--- src/rtl/memory_cell_arbiter.sv ---
// memory_cell_arbiter: two-client port-A arbiter plus port-B burst reader for one memory_cell RAM.
// Define MC_ARB_RR_EN for round-robin contention; otherwise client 0 has fixed priority.
module memory_cell_arbiter #(
  parameter int ADDR     = 12,
  parameter int WIDTH    = 32,
  parameter int NUM      = 53,
  parameter int TIMESTEP = 1,
  parameter int TSW      = 4
) (
  input  logic             clk,
  input  logic             rst,
  input  logic             a0_req,
  input  logic             a0_we,
  input  logic [TSW-1:0]   a0_ts,
  input  logic [ADDR-1:0]  a0_idx,
  input  logic [WIDTH-1:0] a0_wdata,
  output logic             a0_gnt,
  output logic             a0_rvalid,
  input  logic             a1_req,
  input  logic             a1_we,
  input  logic [TSW-1:0]   a1_ts,
  input  logic [ADDR-1:0]  a1_idx,
  input  logic [WIDTH-1:0] a1_wdata,
  output logic             a1_gnt,
  output logic             a1_rvalid,
  output logic             a_err,
  output logic [WIDTH-1:0] a_rdata,
  input  logic             b_start,
  input  logic [TSW-1:0]   b_ts,
  output logic             b_busy,
  output logic             b_valid,
  output logic [ADDR-1:0]  b_idx,
  output logic [WIDTH-1:0] b_data,
  output logic             b_done,
  output logic             mem_wr_a,
  output logic [ADDR-1:0]  mem_addr_a,
  output logic [WIDTH-1:0] mem_i_a,
  output logic [ADDR-1:0]  mem_addr_b,
  input  logic [WIDTH-1:0] mem_o_a,
  input  logic [WIDTH-1:0] mem_o_b
);
  localparam int PW = ADDR + TSW;
  typedef enum logic [1:0] {IDLE, BURST, DRAIN} state_t;
  state_t           state_q;
  logic [ADDR-1:0]  cnt_q, base_q, b_idx_q;
  logic             b_valid_q, b_done_q, rv0_q, rv1_q;
  logic             rr_pick, any, sel, we_a, ok_a, b_ok;
  logic [TSW-1:0]   ts_a;
  logic [ADDR-1:0]  idx_a;
  logic [PW-1:0]    full_a, full_b;
`ifdef MC_ARB_RR_EN
  logic last_q;
  assign rr_pick = ~last_q;
  always_ff @(posedge clk)
    if (rst) last_q <= 1'b1;
    else if (any) last_q <= sel;
`else
  assign rr_pick = 1'b0;
`endif
  // with idx < NUM, the flat address is in range exactly when ts < TIMESTEP
  always_comb begin
    any        = a0_req | a1_req;
    sel        = a1_req & (~a0_req | rr_pick);
    ts_a       = sel ? a1_ts : a0_ts;
    idx_a      = sel ? a1_idx : a0_idx;
    we_a       = sel ? a1_we : a0_we;
    mem_i_a    = sel ? a1_wdata : a0_wdata;
    full_a     = PW'(ts_a) * PW'(NUM) + PW'(idx_a);
    ok_a       = (PW'(idx_a) < PW'(NUM)) && (full_a < PW'(TIMESTEP * NUM));
    a0_gnt     = any & ~sel;
    a1_gnt     = sel;
    a_err      = any & ~ok_a;
    mem_wr_a   = any & we_a & ok_a;
    mem_addr_a = (any & ok_a) ? full_a[ADDR-1:0] : '0;
    full_b     = PW'(b_ts) * PW'(NUM);
    b_ok       = full_b < PW'(TIMESTEP * NUM);
  end
  always_ff @(posedge clk) begin
    if (rst) begin
      state_q   <= IDLE;
      cnt_q     <= '0;
      base_q    <= '0;
      b_idx_q   <= '0;
      b_valid_q <= 1'b0;
      b_done_q  <= 1'b0;
      rv0_q     <= 1'b0;
      rv1_q     <= 1'b0;
    end else begin
      rv0_q     <= a0_gnt & ~a0_we;
      rv1_q     <= a1_gnt & ~a1_we;
      b_valid_q <= state_q == BURST;
      b_idx_q   <= cnt_q;
      b_done_q  <= (state_q == BURST && cnt_q == ADDR'(NUM - 1)) ||
                   (state_q == IDLE && b_start && !b_ok);
      case (state_q)
        IDLE: if (b_start && b_ok) begin
          state_q <= BURST;
          cnt_q   <= '0;
          base_q  <= full_b[ADDR-1:0];
        end
        BURST: begin
          cnt_q <= cnt_q + 1'b1;
          if (cnt_q == ADDR'(NUM - 1)) state_q <= DRAIN;
        end
        DRAIN:   state_q <= IDLE;
        default: state_q <= IDLE;
      endcase
    end
  end
  assign a0_rvalid  = rv0_q;
  assign a1_rvalid  = rv1_q;
  assign a_rdata    = mem_o_a;
  assign b_busy     = state_q != IDLE;
  assign b_valid    = b_valid_q;
  assign b_idx      = b_idx_q;
  assign b_data     = mem_o_b;
  assign b_done     = b_done_q;
  assign mem_addr_b = base_q + cnt_q;
endmodule

--- config.mk ---
export PLATFORM = sky130hd
export DESIGN_NAME = memory_cell_arbiter
export DESIGN_NICKNAME = d
export VERILOG_FILES = /design/src/rtl/memory_cell_arbiter.sv
export SDC_FILE = /design/constraint.sdc
export NUM_CORES = 1
export LEC_CHECK = 0
export ABC_AREA = 1
export BUFFER_PORTS_ARGS = -buffer_cell sky130_fd_sc_hd__buf_2
export CORE_AREA = 2 2 120 122
export DETAILED_ROUTE_END_ITERATION = 6
export DIE_AREA = 0 0 122 124
export GPL_TIMING_DRIVEN = 0
export PLACE_DENSITY = 0.67
export SYNTH_ARGS = -nofsm -noshare
export SYNTH_HDL_FRONTEND = slang
export SYNTH_SLANG_ARGS = --single-unit
--- constraint.sdc ---
create_clock -name clk -period 7 [get_ports clk]
set_clock_uncertainty 0.2 [all_clocks]
set_input_delay 1.4 -clock clk [delete_from_list [all_inputs] [get_ports clk]]
set_output_delay 1.4 -clock clk [all_outputs]
set_load 0.02 [all_outputs]
; ---- Word level (Yosys, flattened, before mapping)
; Cells that the tools add are included.
; W data, S select, Z words.
[op_classes]
n_reduce_logical = 13
n_eq_ne = 4
mul = 2
mux = 10
magnitude_cmp = 3
bitwise = 14
add_sub_neg = 3
[ops]
columns = operator, n
row1 = $mux W12, 3
row2 = $mux W32, 1
row3 = $pmux W12 S2, 1
row4 = $mul A4 B6 Y10 const B, 2
row5 = $add A10 B12 Y13, 1
row6 = $lt A13 B6 Y1 const B, 1
row7 = $add A10 B12 Y12, 1
row8 = $add A12 B1 Y12 const B, 1
row9 = $eq A12 B6 Y1 const B, 1
row10 = $lt A12 B6 Y1 const B, 1
row11 = $lt A10 B6 Y1 const B, 1
row12 = $and A1 B1 Y1, 8
row13 = $reduce_and A2 Y1, 3
row14 = $logic_and A1 B1 Y1, 5
row15 = $not A1 Y1, 5
row16 = $mux W2, 2
row17 = $mux W4, 1
row18 = $ne A2 B1 Y1 const B, 2
row19 = $pmux W2 S2, 1
row20 = $reduce_bool A2 Y1, 2
row21 = $eq A2 B1 Y1 const B, 1
row22 = $logic_not A2 Y1, 1
row23 = $logic_not A1 Y1, 1
row24 = $logic_or A1 B1 Y1, 1
row25 = 2 further kinds, 2
[word_totals]
input_bits = 171
wordCells = 57
reg_bits = 40

; ---- Depth between registers and ports, before layout
; Gate-level depths: netlist (run 1).
[depth]
word_depth = 9
ltp_mapped = 24
ltp_nobuf = 22

; ---- Least setup slack after synthesis (run 1)
; OpenSTA, ideal clock, no wires.
[synth_path]
path_type = input to output
from = in a0_req
to = out mem_addr_a[0]
n_path_buf = 2
t_required_ns = 5.400
stages = 22
slack_ns = 0.535
arrival_time_ns = 4.865
cell_sequence = inv_2 > nand2_4 > inv_2 > buf_6 > clkbuf_1 > nand2_1 > nand2_1 > ha_1 > ha_1 > inv_1 > fa_1 > inv_1 > ha_1 > a21oi_1 > nor2_1 > nor2_1 > nand3b_1 > nand2_1 > nand3_1 > nor2_4 > nand3_4 > nor2_2
[synth_between]
elab_chain_len = 9
word_cells_on_any_way = 12
classes_between = 1 x add/sub / 1 x mul / 2 x order compare / 3 x mux / 4 x bitwise / 1 x reduce/logical
[synth_rtl]
columns = element, line_no
row1 = start: declaration, 12  ; input logic a0_req,
row2 = $not A1 Y1 (*), 63  ; sel = a1_req & (~a0_req | rr_pick);
row3 = $and A1 B1 Y1 (*), 63
row4 = named net a1_gnt, 24  ; output logic a1_gnt,
row5 = $mux W4, 64  ; ts_a = sel ? a1_ts : a0_ts;
row6 = $mul A4 B6 Y10, 68  ; full_a = PW'(ts_a) * PW'(NUM) + PW'(idx_a);
row7 = $add A10 B12 Y13, 68
row8 = $lt A13 B6 Y1, 69  ; ok_a = (PW'(idx_a) < PW'(NUM)) && (full_a < PW'(TIMESTEP * NUM));
row9 = $logic_and A1 B1 Y1, 69
row10 = $and A1 B1 Y1, 74  ; mem_addr_a = (any & ok_a) ? full_a[ADDR-1:0] : '0;
row11 = $mux W12 (*), 74
row12 = end: declaration, 36  ; output logic [ADDR-1:0] mem_addr_a,
; Mark *: on every way through the listed nets, which the timed path passes. The rest lies on a longest branch.

; ---- Final worst setup path (run 1)
[layout_path]
from = in a0_req
to = out mem_addr_a[0]
[layout_between]
elab_chain_len = 9
word_cells_on_any_way = 12
classes_between = 1 x add/sub / 1 x mul / 2 x order compare / 3 x mux / 4 x bitwise / 1 x reduce/logical
[layout_rtl]
columns = element, line_no
row1 = $not A1 Y1, 63
row2 = $and A1 B1 Y1, 63
row3 = $mux W4, 64
row4 = $mul A4 B6 Y10, 68
row5 = $add A10 B12 Y13, 68
row6 = $lt A13 B6 Y1, 69
row7 = $logic_and A1 B1 Y1, 69
row8 = $and A1 B1 Y1, 74
row9 = $mux W12 (*), 74
; Every way passes the cells marked *; elsewhere a longest branch is shown, timed or not.

==> results of run 1 <==
==> layer usage <==
metal	GRT usage (%)	up-vias
li1	-	2717
met1	25.0	2246
met3	2.47	9
met4	2.59	0
met2	34.9	181
met5	0	-
==> worst paths after layout <==
path,start,to,slack [ns],cells past startpoint
worst max register to register,cnt_q[2],cnt_q[9],5.12,7
worst min register to register,base_q[6],base_q[6],0.25,2
worst max-delay path,a0_req,mem_addr_a[0],0.30,24
worst min-delay path,base_q[6],base_q[6],0.25,2
==> tightest hold or removal path, stage by stage (launching register included) <==
cell and delay (ns):
dfxtp_1 0.31, nand2_1 0.06, nor2_1 0.04
==> layout make-up <==
cell class                 count  area, sq um  area share, %
timing repair buffer         241         1210           19.2
buffer                        85          627           9.97
clock inverter                 3         42.5          0.677
multi-input combinational    511         2890           46.0
tap                          180          225           3.58
sequential                    40          801           12.7
clock buffer                   5          125           1.99
inverter                      98          368           5.85
==> logic make-up after synthesis <==
logic type | after synthesis | synth area share [%]
and+or+nand+nor | 375 | 34.5
buffers and inverters | 184 | 21.3
AOI/OAI and AO/OA | 61 | 7.66
adders and majority gates | 58 | 17.1
DFF | 40 | 17.3
xor gates and xnor gates | 11 | 2.08
other | 1 | 0.0809
==> metrics by stage <==
step / std cells / power, mW / worst slack [ns] / instance area [sq um]
after floorplan: 735 / 0.628 / 0.535 / 4660
after detailed placement: 1156 / 0.781 / -0.249 / 6090
final: 1163 / 1.04 / 0.303 / 6290
after global placement: 1156 / 0.778 / -0.173 / 6090
after global routing: 1163 / 1.13 / 0.0276 / 6290
after CTS: 1163 / 1.04 / 0.0779 / 6260
==> registers in the layout, summed over array words and instances, names as in the netlist <==
name       cells
a0_rvalid      1
a1_rvalid      1
b_done         1
b_idx         12
b_valid        1
base_q        10
cnt_q         12
state_q        2
==> report_power, final <==
part / internal (mW) / switching, mW
Sequential: 0.234 / 0.00351
Clock: 0.167 / 0.0916
Combinational: 0.213 / 0.333
Total: 0.614 / 0.428
==> cells in the final DEF, fill, tap and decap left out, types with 6 or more instances in the layout <==
cell,instances
nand2_1,227
nor3_1,11
nor2_2,10
a21oi_1,19
conb_1,6
fa_1,9
inv_1,95
o21ai_0,18
nand3_1,31
nand3b_1,6
buf_4,73
nand4_1,13
nor2_1,62
xor2_1,6
buf_2,243
ha_1,48
dfxtp_1,40
==> cell usage after synthesis (7+ instances only) <==
master | number | area share, %
o21ai_0 | 20 | 2.2
a21oi_1 | 21 | 2.3
fa_1 | 9 | 3.9
clkbuf_1 | 7 | 0.57
nor2_1 | 62 | 5.0
buf_4 | 72 | 12
nor3_1 | 11 | 1.2
nand2_1 | 228 | 18
inv_1 | 95 | 7.7
dfxtp_1 | 40 | 17
ha_1 | 49 | 13
nand4_1 | 13 | 1.8
nand3_1 | 31 | 3.3
nor2_2 | 10 | 1.3
==> timing repair <==
| item | CTS | global route |
|---|---|---|
| resized for setup | 3 | 12 |
| hold buffers | 0 | 0 |
| setup endpoints to repair | 8 | 7 |
| cloned | 0 | 0 |
| endpoints found under the hold margin | 0 | 0 |
| pin swaps | 0 | 1 |
==> flow_summary.yaml, run 1 <==
outcome:
  status: "finished clean"
clocking:
  h-tree-depth: 2
  clk_pin_slew_ns: 0.06
  clk_latency_ns: 0.29
  cts_made_buffers: 5
  clk_path_buf_depth: 2
  cts_root_buffer: "clkbuf_16"
  numClockSinks: 40
  cts_tree: "built"
  postCtsSetupRepairBufs: 0
global_routing:
  overflow: 0
  grt_max_degree: 20
  grt.total_usage_pct: 19.3
  grt_pass1_wl_mm: 23.2
  grt_pass1_vias: 4745
  grt_antenna_before_repair: 0
min_path:
  hold_path.class: "reg2reg"
layout:
  area_delta_synth_final_pct: 35.5
  fillers: 1498
  drive_gt1_share_pct: 36.4
  fin_util_pct: 45.8
  num_antenna_cells: 0
  fin_nets: 1211
detailed_routing:
  route.met2.wl_mm: 7.45
  drt-total-wl_mm: 15.1
  vias_per_cell: 4.43
  top_layer: "met4"
  drtAntennaViolNets: 0
  remaining_drc_errors: 0
  drt_iter0_markers: 296
  dr.pass1.iters: 4
  vias: 5153
  wl_per_cell_um: 13.0
  routed-wl-met3_um: 982
  drt-met1-wl_mm: 6.54
logic_synthesis:
  ys_seq_area_share_pct: 17.3
  syn_avg_cell_area_sq_um: 6.35
  synth_enable_flop_cells: 0
  synthCells: 730
  ys_types: 43
  ys_ff_latch: 40
  async_reset_ff_share_pct: 0
  ys.flop_type: "dfxtp_1"
  netlist_area_sq_um: 4640
  ys_warn_count: 0
sta:
  min_period_over_period_pct: 95.7
  maxSlewViolCount: 0
  hold_violations: 0
  max_freq_ghz: 0.149
  rsz0062_at_grt: "false"
  tightestPinTransition_ns: 0.565
  whs_ns: 0.247
  slew-limit-headroom_pct: 62.3
  finalSetupViolCount: 0
  period_minus_slack_ns: 6.70
  fin_setup_tns_ns: 0
critical_path:
  cp_max_fo: 10
  critPathMaxStageDelay_ns: 0.53
  cp_top_family: "adder cells"
  cp_data_required_time_ns: 5.40
  crit_path_end_kind: "primary output"
  worstSetupPathType: "in2out"
  path_cells: "buf_2 > inv_2 > nand2_4 > buf_4 > buf_4 > nand2_1 > nand2_1 > ha_1 > ha_1 > inv_1 > fa_1 > inv_1 > ha_2 > nand2_1 > nor2_1 > nand3_1 > nand2_1 > nand2_1 > nand2_1 > nand3_1 > nor2_2 > nand3_4 > nor2_2 > buf_2"
  crit_buf_inv: 7
  slowest_stage: "fa_1"
  arrival_ns: 5.10
  crit_top_cell: "nand2_1"
  cp-start-kind: "input port"
power_and_ir_drop:
  leakage_nw: 3.71
  p_per_area_nw_per_um2: 166
  peakVddDrop_mv: 0.0815
die:
  core_area_sq_um: 13700
  die_area_sq_um: 15100
  start_util_pct: 33.8
  num_rows: 43
  die_x_um: 122
  ios: 312
  die_h_um: 124
placement:
  gp_congestion: 0.869
  numPortBuffers: 241
  dpl.hpwl_mm: 13.5
run:
  maxCapViolations: 0
No activity file was read; power rests on OpenSTA's default activity.
==> run 2, diff against run 1 <==
Settings changed: ABC_AREA 1 to not set, CORE_AREA 2 2 120 122 to 2 2 121 123, DIE_AREA 0 0 122 124 to 0 0 123 125, PLACE_DENSITY 0.67 to 0.64.
==> run 2 against run 1 <==
Against the previous run:
- clock power increased by 2%
- non-clock buffer count increased by 25
- total power increased by 12%
- worst hold slack improved by 0.030 ns
- sequential power about the same
- clock-buffer cell count unchanged
- flip-flop and latch count unchanged
- routed wire length decreased by 7.0%
- global-route usage decreased by 2.0 points
- highest routed layer unchanged
==> flow_summary.yaml, run 2 <==
outcome:
  status: "finished clean"
logic_synthesis:
  synth_common_cells: "nand2_1, buf_4, ha_1"
  syn_avg_cell_area_sq_um: 7.33
  ys_types: 58
  synthCells: 604
  netlist_area_sq_um: 4430
  synth_top_cell_by_area: "dfxtp_1"
  yosysTopAreaCellShare_pct: 18.1
  async_reset_ff_share_pct: 0
  synth_enable_flop_cells: 0
  ys_ff_latch: 40
  yosysMostFrequentCell: "nand2_1"
  ys_seq_area_share_pct: 18.1
  ys_warn_count: 0
  ys.flop_type: "dfxtp_1"
  synth_area_leaders: "dfxtp_1, ha_1, nand2_1, buf_4, fa_1"
sta:
  slew-limit-headroom_pct: 29.3
  max_freq_ghz: 0.143
  min_period_over_period_pct: 99.6
  tightestPinTransition_ns: 1.06
  finalSetupViolCount: 0
  layout_setup_ws_ns: 0.0264
  maxSlewViolCount: 0
  period_minus_slack_ns: 6.97
  rsz0062_at_grt: "true"
  hold_violations: 0
  fin_setup_tns_ns: 0
power_and_ir_drop:
  p_sw_share_pct: 39.0
  p_per_area_nw_per_um2: 173
  internal_power_uw: 711
  p_seq_share_pct: 20.1
  power_frac_clock_pct: 22.6
  leakage_nw: 3.57
  peakVddDrop_mv: 0.106
  p_switching_uw: 455
  pwr-share-comb_pct: 57.3
global_routing:
  busiest_layer: "met2"
  overflow: 0
  grt.total_usage_pct: 17.3
  grt_antenna_before_repair: 0
  grt_pass1_wl_mm: 21.8
  grt_use_met1_pct: 21.7
  grt_max_degree: 14
  use_met2_pct: 30.5
  grt_use_met3_pct: 2.92
  grt_pass1_vias: 4628
clocking:
  h-tree-depth: 2
  cts_made_buffers: 5
  numClockSinks: 40
  clk_path_buf_depth: 2
  clk_pin_slew_ns: 0.06
  clk_latency_ns: 0.28
  cts_root_buffer: "clkbuf_16"
  cts_tree: "built"
placement:
  numPortBuffers: 241
  gp_congestion: 0.820
  dpl.hpwl_mm: 11.0
  dp_worst_setup_slack_ns: -0.801
critical_path:
  arrival_ns: 5.37
  cp_data_required_time_ns: 5.40
  crit_path_end_kind: "primary output"
  worstSetupPathType: "in2out"
  cp_max_fo: 8
  cp-start-kind: "input port"
layout:
  area_delta_synth_final_pct: 52.0
  fillers: 1448
  num_antenna_cells: 0
  drive_gt1_share_pct: 45.9
  final_common_cell: "buf_2"
  layout_common_cells: "buf_2, nand2_1, buf_4"
  fin_nets: 1106
  fin_util_pct: 47.4
run:
  maxCapViolations: 0
detailed_routing:
  drt-total-wl_mm: 14.0
  vias_per_cell: 4.71
  vias: 4998
  dr.pass1.iters: 5
  remaining_drc_errors: 0
  drt_iter0_markers: 209
  drtAntennaViolNets: 0
  wl_per_cell_um: 13.2
min_path:
  hold_path.class: "reg2reg"
die:
  die_h_um: 125
  die_x_um: 123
  num_rows: 44
  core_area_sq_um: 14200
  start_util_pct: 31.2
  die_area_sq_um: 15400
  ios: 312
[run 2: cell types whose count changed in the layout (fill, tap and decap cells not counted), sizes merged, moves of 10 or more]
| cell | delta |
|---|---|
| clkbuf | +10 |
| buf | +15 |
| inv | -61 |
| nand3 | -23 |
| nor2b | +12 |
| nor2 | -48 |
| nand2 | -90 |
[run 2: power by group through the flow]
| stage | Combinational, mW | Sequential [mW] | Clock (mW) |
|---|---|---|---|
| floorplan | 0.371 | 0.241 | 0 |
| global placement | 0.502 | 0.239 | 0 |
| detailed placement | 0.504 | 0.239 | 0 |
| CTS | 0.597 | 0.234 | 0.269 |
| global route | 0.724 | 0.235 | 0.278 |
| finish | 0.668 | 0.234 | 0.263 |
[run 2: cell type report]
class / instances / area (sq um) / area share [%]
multi-input cells: 443 / 3290 / 48.9
repair buffers: 263 / 1420 / 21.2
well taps: 184 / 230 / 3.42
clock buffers: 5 / 125 / 1.86
inverters: 36 / 143 / 2.12
plain buffers: 88 / 674 / 10.0
flip-flops and latches: 40 / 801 / 11.9
clock inverters: 3 / 42.5 / 0.632
[run 2: per-stage QoR]
step	cell area [sq um]	hold WS (ns)	cells	power, mW
floorplan	4560	0.258	609	0.611
global placement	6000	0.267	1034	0.741
detailed placement	6000	0.273	1034	0.743
CTS	6550	0.281	1056	1.10
global route	6730	0.296	1062	1.24
finish	6730	0.278	1062	1.17
[run 2: kinds of logic after synthesis]
logic type,share of synthesized area (%)
and+or+nand+nor,28.1
xor gates and xnor gates,3.96
other,0.0847
muxes,2.69
AOI/OAI and AO/OA,12.2
DFF,18.1
adders and majority gates,17.9
buffers and inverters,16.9
[run 2: routing by layer]
metal	wire length, um	share of wire (%)	vias up
met3	1020	7.3	20
li1	-	-	2533
met2	6860	49	216
met1	5930	42	2229
met4	202	1.4	0
met5	0	0	-
[run 2: worst paths after layout]
kind | from | end | slack [ns] | depth (start not counted)
setup / recovery | a0_req | mem_addr_a[0] | 0.03 | 21
hold / removal | base_q[6] | base_q[6] | 0.28 | 1
setup reg to reg | state_q[1] | cnt_q[5] | 4.55 | 7
hold reg to reg | base_q[6] | base_q[6] | 0.28 | 1
[run 2: critical path, cell delays in order]
cell       delay, ns
buf_8           0.10
nand2b_4        0.19
clkbuf_16       0.19
clkbuf_16       0.16
nand2_2         0.08
nand2_4         0.08
ha_4            0.25
ha_4            0.24
inv_1           0.05
fa_1            0.52
inv_1           0.06
ha_2            0.21
buf_4           0.16
o21ai_4         0.18
nand2b_1        0.12
o311ai_4        0.08
mux2i_1         0.12
or4b_4          0.56
buf_12          0.17
nor4b_4         0.26
buf_4           0.18
[run 2: repair_timing]
item,4_1_cts,5_1_grt
setup buffers,15,7
hold buffers,0,0
resized for setup,44,31
gates cloned,0,0
pin swaps,10,25
setup endpoints to repair,8,8
==> run 3, diff against run 2 <==
Settings changed: RECOVER_POWER set to 25.
==> run 3 against run 2 <==
Against the previous run:
- non-clock buffer count stayed put
- total power is 0.27% lower
- critical path depth did not move
- clock power about the same
- die area is the same
- global-route usage unchanged
- via count fell by 0.40%
- critical path type unchanged
==> flow_summary.yaml, run 3 (synthesis results as in run 2) <==
sta:
  slew-limit-headroom_pct: 29.2
  rsz0062_at_grt: "true"
  finalSetupViolCount: 0
  tightestPinTransition_ns: 1.06
  fin_setup_tns_ns: 0
  max_freq_ghz: 0.143
  min_period_over_period_pct: 99.6
  maxSlewViolCount: 0
  hold_violations: 0
  period_minus_slack_ns: 6.97
  whs_ns: 0.278
min_path:
  hold_path.class: "reg2reg"
layout:
  num_antenna_cells: 0
  final_common_cell: "buf_2"
  fin_nets: 1106
  drive_gt1_share_pct: 42.7
  fin_area_sq_um: 6690
  area_delta_synth_final_pct: 51.3
  fin_cells: 1062
  layout_common_cells: "buf_2, nand2_1, buf_4"
die:
  num_rows: 44
  die_h_um: 125
  die_area_sq_um: 15400
  core_area_sq_um: 14200
  start_util_pct: 31.2
  ios: 312
  die_x_um: 123
placement:
  placedCellCount: 1034
  place_area_sq_um: 6000
  gp_congestion: 0.820
  dpl.hpwl_mm: 11.0
  numPortBuffers: 241
clocking:
  cts_made_buffers: 5
  cts_tree: "built"
  clk_pin_slew_ns: 0.06
  clk_latency_ns: 0.28
  cts_root_buffer: "clkbuf_16"
  numClockSinks: 40
  h-tree-depth: 2
  clk_path_buf_depth: 2
critical_path:
  crit_path_end_kind: "primary output"
  worstSetupPathType: "in2out"
  critPathMaxStageDelay_ns: 0.56
  slowest_stage: "or4b_4"
  cp_max_fo: 8
  arrival_ns: 5.37
  cp_top_family: "simple AND/OR/NAND/NOR gates"
  crit_buf_inv: 8
  cp_data_required_time_ns: 5.40
  path_cells: "buf_8 > nand2b_4 > clkbuf_16 > clkbuf_16 > nand2_2 > nand2_4 > ha_4 > ha_4 > inv_1 > fa_1 > inv_1 > ha_2 > buf_4 > o21ai_4 > nand2b_1 > o311ai_4 > mux2i_1 > or4b_4 > buf_12 > nor4b_4 > buf_4"
  cp-start-kind: "input port"
global_routing:
  grt_pass1_vias: 4628
  overflow: 0
  grt.total_usage_pct: 17.3
  grt_pass1_wl_mm: 21.8
  grt_antenna_before_repair: 0
  grt_max_degree: 14
power_and_ir_drop:
  internal_power_uw: 710
  p_seq_share_pct: 20.1
  p_per_area_nw_per_um2: 174
  p_sw_share_pct: 39.0
  leakage_nw: 3.46
  peakVddDrop_mv: 0.105
  pwr-share-comb_pct: 57.2
  power_frac_clock_pct: 22.6
  p_switching_uw: 453
detailed_routing:
  dr.pass1.iters: 4
  drt_iter0_markers: 212
  vias: 4978
  remaining_drc_errors: 0
  vias_per_cell: 4.69
  drtAntennaViolNets: 0
  drt-total-wl_mm: 14.0
  wl_per_cell_um: 13.2
run:
  maxCapViolations: 0
outcome:
  status: "finished clean"
## run 3: cell count changes in the layout (fill, tap and decap cells not counted), sizes merged
cell	before	now
buf	336	308
clkbuf	20	48
## run 3: stage by stage
step	util [%]	power, mW	worst slack, ns
after detailed placement	42.2	0.743	-0.801
final	47.1	1.16	0.0292
after global placement	42.2	0.741	-0.808
after floorplan	-	0.611	0.00127
after CTS	46.1	1.10	0.0115
after global routing	47.1	1.23	-0.103
## run 3: layer usage
layer	global-route usage (%)	vias up	wire, um
li1	-	2534	-
met1	21.7	2229	5940
met2	30.5	197	6890
met3	2.92	18	975
met4	3.74	0	198
met5	0	-	0
## run 3: path summary, 6_finish.rpt
kind	start	to	slack [ns]	cells after the start
hold / removal	base_q[6]	base_q[6]	0.28	1
setup reg to reg	state_q[1]	cnt_q[5]	4.55	7
setup / recovery	a0_req	mem_addr_a[0]	0.03	21
hold reg to reg	base_q[6]	base_q[6]	0.28	1
## run 3: power groups by stage
stage	clock [mW]	sequential (mW)	combinational (mW)
3_3_place_gp	0	0.239	0.502
6_report	0.263	0.234	0.665
4_1_cts	0.269	0.234	0.597
5_1_grt	0.278	0.235	0.722
3_5_place_dp	0	0.239	0.504
2_1_floorplan	0	0.241	0.371
## run 3: repair_timing
item,4_1_cts,5_1_grt
gates cloned,0,0
setup buffers,15,7
endpoints found under the setup margin,8,8
resized for setup,44,31
hold buffers,0,0
pin swaps,10,25
## run 3: cell type report
type                       count  area, sq um
sequential                    40          801
timing repair buffer         263         1390
clock buffer                   5          125
multi-input combinational    443         3290
fill                        1459         7510
inverter                      36          143
tap                          184          230
clock inverter                 3         42.5
buffer                        88          674
## run 3: worst register-to-register path, cell delays in order, from the launching register on
cell and delay, ns:
dfxtp_1 0.32, nor2_1 0.15, nand2_1 0.11, or4_1 0.52
clkbuf_1 0.20, nor2_1 0.41, buf_2 0.32, nor3_1 0.08
